## config.mk

```make
export PLATFORM = sky130hd
export DESIGN_NAME = fifo_ctrl
export DESIGN_NICKNAME = d
export VERILOG_FILES = /design/src/rtl/fifo_ctrl.sv
export SDC_FILE = /design/constraint.sdc
export NUM_CORES = 1
export LEC_CHECK = 0
export CAP_MARGIN = 30
export CORE_MARGIN = 1.5
export CORE_UTILIZATION = 40
export CTS_CLUSTER_SIZE = 40
export DETAILED_ROUTE_END_ITERATION = 8
export DONT_BUFFER_PORTS = 1
export GPL_TIMING_DRIVEN = 0
export PLACE_DENSITY_LB_ADDON = 0.25
export SKIP_CTS_REPAIR_TIMING = 1
export SKIP_LAST_GASP = 1
export SLEW_MARGIN = 20
export SYNTH_ARGS = -nofsm -noshare
export SYNTH_HDL_FRONTEND = slang
export SYNTH_SLANG_ARGS = --single-unit
```

## constraint.sdc

```tcl
create_clock -name clk -period 6 [get_ports clk]
set_clock_uncertainty 0.2 [all_clocks]
set_input_delay 1.2 -clock clk [delete_from_list [all_inputs] [get_ports clk]]
set_output_delay 1.2 -clock clk [all_outputs]
set_load 0.005 [all_outputs]
```

## src/rtl/fifo_ctrl.sv

```systemverilog
// Pointer/status controller that runs an external register file as a circular FIFO.
// Define FIFO_CTRL_ERR_FLAGS_EN to add sticky overflow/underflow flags with err_clr.
module fifo_ctrl #(
  parameter int ADDR_WIDTH = 3,
  parameter int AF_MARGIN  = 1,
  parameter int AE_MARGIN  = 1
) (
  input  logic                  clk,
  input  logic                  reset_n,
  input  logic                  wr,
  input  logic                  rd,
`ifdef FIFO_CTRL_ERR_FLAGS_EN
  input  logic                  err_clr,
  output logic                  overflow,
  output logic                  underflow,
`endif
  output logic                  w_en,
  output logic [ADDR_WIDTH-1:0] w_addr,
  output logic [ADDR_WIDTH-1:0] r_addr,
  output logic                  full,
  output logic                  empty,
  output logic                  almost_full,
  output logic                  almost_empty,
  output logic [ADDR_WIDTH:0]   level
);

  localparam int DEPTH = 2 ** ADDR_WIDTH;
  localparam logic [ADDR_WIDTH:0] DEPTH_L = (ADDR_WIDTH+1)'(DEPTH);
  localparam logic [ADDR_WIDTH:0] AF_TH   = (ADDR_WIDTH+1)'(DEPTH - AF_MARGIN);
  localparam logic [ADDR_WIDTH:0] AE_TH   = (ADDR_WIDTH+1)'(AE_MARGIN);
  localparam logic                AF_RST  = (AF_MARGIN >= DEPTH);

  logic [ADDR_WIDTH-1:0] wr_ptr_q, wr_ptr_d;
  logic [ADDR_WIDTH-1:0] rd_ptr_q, rd_ptr_d;
  logic [ADDR_WIDTH:0]   level_q, level_d;
  logic                  full_q, full_d;
  logic                  empty_q, empty_d;
  logic                  af_q, af_d;
  logic                  ae_q, ae_d;
  logic                  wr_acc, rd_acc;

  assign wr_acc = wr & ~full_q;
  assign rd_acc = rd & ~empty_q;

  always_comb begin
    wr_ptr_d = wr_ptr_q;
    rd_ptr_d = rd_ptr_q;
    level_d  = level_q;
    full_d   = full_q;
    empty_d  = empty_q;
    unique case ({wr_acc, rd_acc})
      2'b10: begin
        wr_ptr_d = wr_ptr_q + 1'b1;
        level_d  = level_q + 1'b1;
        empty_d  = 1'b0;
        full_d   = ((level_q + 1'b1) == DEPTH_L);
      end
      2'b01: begin
        rd_ptr_d = rd_ptr_q + 1'b1;
        level_d  = level_q - 1'b1;
        full_d   = 1'b0;
        empty_d  = ((level_q - 1'b1) == '0);
      end
      2'b11: begin
        wr_ptr_d = wr_ptr_q + 1'b1;
        rd_ptr_d = rd_ptr_q + 1'b1;
      end
      default: ;
    endcase
    // Threshold flags come from next-state level so they line up with level.
    af_d = (level_d >= AF_TH);
    ae_d = (level_d <= AE_TH);
  end

  always_ff @(posedge clk or negedge reset_n) begin
    if (!reset_n) begin
      wr_ptr_q <= '0;
      rd_ptr_q <= '0;
      level_q  <= '0;
      full_q   <= 1'b0;
      empty_q  <= 1'b1;
      af_q     <= AF_RST;
      ae_q     <= 1'b1;
    end else begin
      wr_ptr_q <= wr_ptr_d;
      rd_ptr_q <= rd_ptr_d;
      level_q  <= level_d;
      full_q   <= full_d;
      empty_q  <= empty_d;
      af_q     <= af_d;
      ae_q     <= ae_d;
    end
  end

`ifdef FIFO_CTRL_ERR_FLAGS_EN
  logic ovf_q, ovf_d;
  logic udf_q, udf_d;

  // Set beats err_clr when both occur in the same cycle.
  assign ovf_d = (wr & full_q)  | (ovf_q & ~err_clr);
  assign udf_d = (rd & empty_q) | (udf_q & ~err_clr);

  always_ff @(posedge clk or negedge reset_n) begin
    if (!reset_n) begin
      ovf_q <= 1'b0;
      udf_q <= 1'b0;
    end else begin
      ovf_q <= ovf_d;
      udf_q <= udf_d;
    end
  end

  assign overflow  = ovf_q;
  assign underflow = udf_q;
`endif

  assign w_en         = wr_acc;
  assign w_addr       = wr_ptr_q;
  assign r_addr       = rd_ptr_q;
  assign full         = full_q;
  assign empty        = empty_q;
  assign almost_full  = af_q;
  assign almost_empty = ae_q;
  assign level        = level_q;

  a_full_inv: assert property (@(posedge clk) disable iff (!reset_n)
    full_q |-> (level_q == DEPTH_L && wr_ptr_q == rd_ptr_q));
  a_empty_inv: assert property (@(posedge clk) disable iff (!reset_n)
    empty_q |-> (level_q == '0 && wr_ptr_q == rd_ptr_q));
  a_excl: assert property (@(posedge clk) disable iff (!reset_n)
    !(full_q && empty_q));
  a_level_ptr: assert property (@(posedge clk) disable iff (!reset_n)
    !full_q |-> (level_q[ADDR_WIDTH-1:0] == ADDR_WIDTH'(wr_ptr_q - rd_ptr_q)));

endmodule

```

==> metrics <==
status=completed; Slew headroom=77.79%; Die Ht=47.46 um; Lkg Pwr=0.4143 nW; gpl congestion=0.7767; f_max=335.4 MHz; Crit. End Element=output port; count leader, synth=dfrtp_1; largest net degree at the start of global routing=15; list of most frequent post-synthesis cells=dfrtp_1, inv_1, ha_1; TritonCTS clock tree=yes; final count of pins violating max slew=0; nets=92; post-route design area=844.6 um2; setup_tns=0 ns; Max Cap Violations=0; RSZ-0062 raised after global routing=false; Critical-path top delay cell=clkbuf_1; fill cell count=183; die area=2252 um2; synth warn=0; top_reg_cell synth=dfrtp_1; CP bufs+invs=1; vias in the first global route=459; TritonRoute pass-1 iters=4; vias per inst=5.165; DR iter-0 viols=3; area occupied by multi-input gates=376.6 um2; initial antenna violation count=0; htree depth=1; pwr dens=434.3 nW/um2; WP data required=4.60 ns; root buffer cell=clkbuf_4; crit path max fanout=6; post-synthesis cell count=75; Yosys top cell by area=dfrtp_1; Final setup viols=0; Final ANT Viol Nets=0; area taken by flip-flops and latches=352.8 um2; number of diodes=0; Worst path top cell family by delay=buffers and inverters; hold crit path type=flop to flop; Cell variety after synth=26; critical path launch point=wr; CP Capture Point=w_en; Congestion Overflow GR=0; Slew @ Worst Pin=0.3305 ns; worst reg-to-reg path cell count=8; clk_lat worst skew=0.27 ns; Critical R2R Launch=full; ranking of synthesized cells by area=dfrtp_1, ha_1, dfstp_2; CTS clk-pin slew, worst paths=0.07 ns; crit path cell chain=nor2b_1, clkbuf_1; # DRC=0; reg2reg end=almost_full; syn nets=87; number of synthesized flops with an enable pin=0; Placed Area=822.0 um2; core box area=1783 um2; WL per Instance=12.74 um; Port Buffer Count=0; Initial Util=44.35%; syn avg cell area=10.54 um2; Total Routing Usage GR=12.37%; DP Wirelength=1003 um; routed wire length=1312 um; FP Rows=15; Largest stage delay, worst path=0.27 ns; global-route wire length before repair=1959 um; crit path DAT=1.58 ns; Seq/Total Area, Yosys=44.62%; Setup crit start kind=input port; synthesized area=790.8 um2; routed vias=532; TritonCTS buffer count=3; crit path kind=input port to output port; min Tclk post-route=2.982 ns; Clock Tree Buf Depth=2; layout cells sized above 1=14.10%; Final period util=49.70%; CP Depth=2; Top Ports=19; Final Hold Viols=0; Max IR drop VDD=263.8 uV; Seq cells post-synth=14; clk sinks=14; reg2reg setup slack=3.62 ns; Chip Width=47.46 um; asr flop ratio synth=100.0%; Layout area overhead=6.804%; Yosys top cell area share=37.97%
[how the worst min path moves through the flow]
stage / startpoint / end / slack, ns / cells past startpoint
floorplan: r_addr[2] / r_addr[2] / 0.27 / 1
detailed placement: r_addr[2] / r_addr[2] / 0.30 / 1
finish: w_addr[2] / w_addr[2] / 0.31 / 1
global placement: r_addr[2] / r_addr[2] / 0.29 / 1
global route: empty / empty / 0.33 / 2
CTS: r_addr[2] / r_addr[2] / 0.32 / 1
[cells in the final DEF, fill, tap and decap left out, types with 3 or more instances in the layout]
cell / n
clkbuf_4: 3
xor2_1: 3
nor3_1: 3
mux2_2: 3
inv_1: 10
a21oi_1: 3
nor2_1: 3
ha_1: 8
xnor2_1: 4
nand2_1: 5
dfrtp_1: 12
nor2b_1: 3
[registers in the layout, indices dropped and copies added (netlist names)]
signal        cells
w_addr            3
almost_full       1
almost_empty      1
r_addr            3
level             4
empty             1
full              1
[power by group]
group	total [mW]	switching, mW	internal, mW
logic	0.135	0.0647	0.0702
clock network	0.0483	0.0251	0.0232
registers	0.184	0.0472	0.136
total	0.367	0.137	0.230
[area by class of cell]
cell class | count | share of cell area [%]
inverter | 10 | 4.444
multi-input combinational | 47 | 44.59
buffer | 4 | 2.815
sequential | 14 | 41.78
clock buffer | 3 | 2.667
tap | 25 | 3.704
[layer usage]
metal / GRT usage, % / up-vias / share of wire, %
met5: 0 / - / 0
met1: 14.93 / 254 / 41
met2: 20.00 / 19 / 50
li1: - / 257 / -
met4: 1.667 / 0 / 0.53
met3: 6.792 / 2 / 8.6
[per-stage QoR]
step / cells / setup slack [ns] / hold WS, ns / util (%) / power (mW)
2_1_floorplan: 75 / 3.047 / 0.2676 / - / 0.2913
3_3_place_gp: 100 / 2.861 / 0.2854 / 46.11 / 0.3156
3_5_place_dp: 100 / 2.830 / 0.3022 / 46.11 / 0.3234
4_1_cts: 103 / 3.009 / 0.3168 / 47.37 / 0.3730
5_1_grt: 103 / 2.960 / 0.3324 / 47.37 / 0.4004
6_report: 103 / 3.018 / 0.3089 / 47.37 / 0.3668
[kinds of logic after synthesis]
kind of cell	count (synthesis)	share of synthesized area, %
multiplexers	4	5.538
AND/OR/NAND/NOR	18	11.71
XOR/XNOR	7	7.753
buffers and inverters	14	7.753
flip-flops	14	44.62
adder cells (fa/ha/maj)	8	12.66
AO/OA/AOI/OAI	10	9.968
Power figures use the tool's default switching activity.
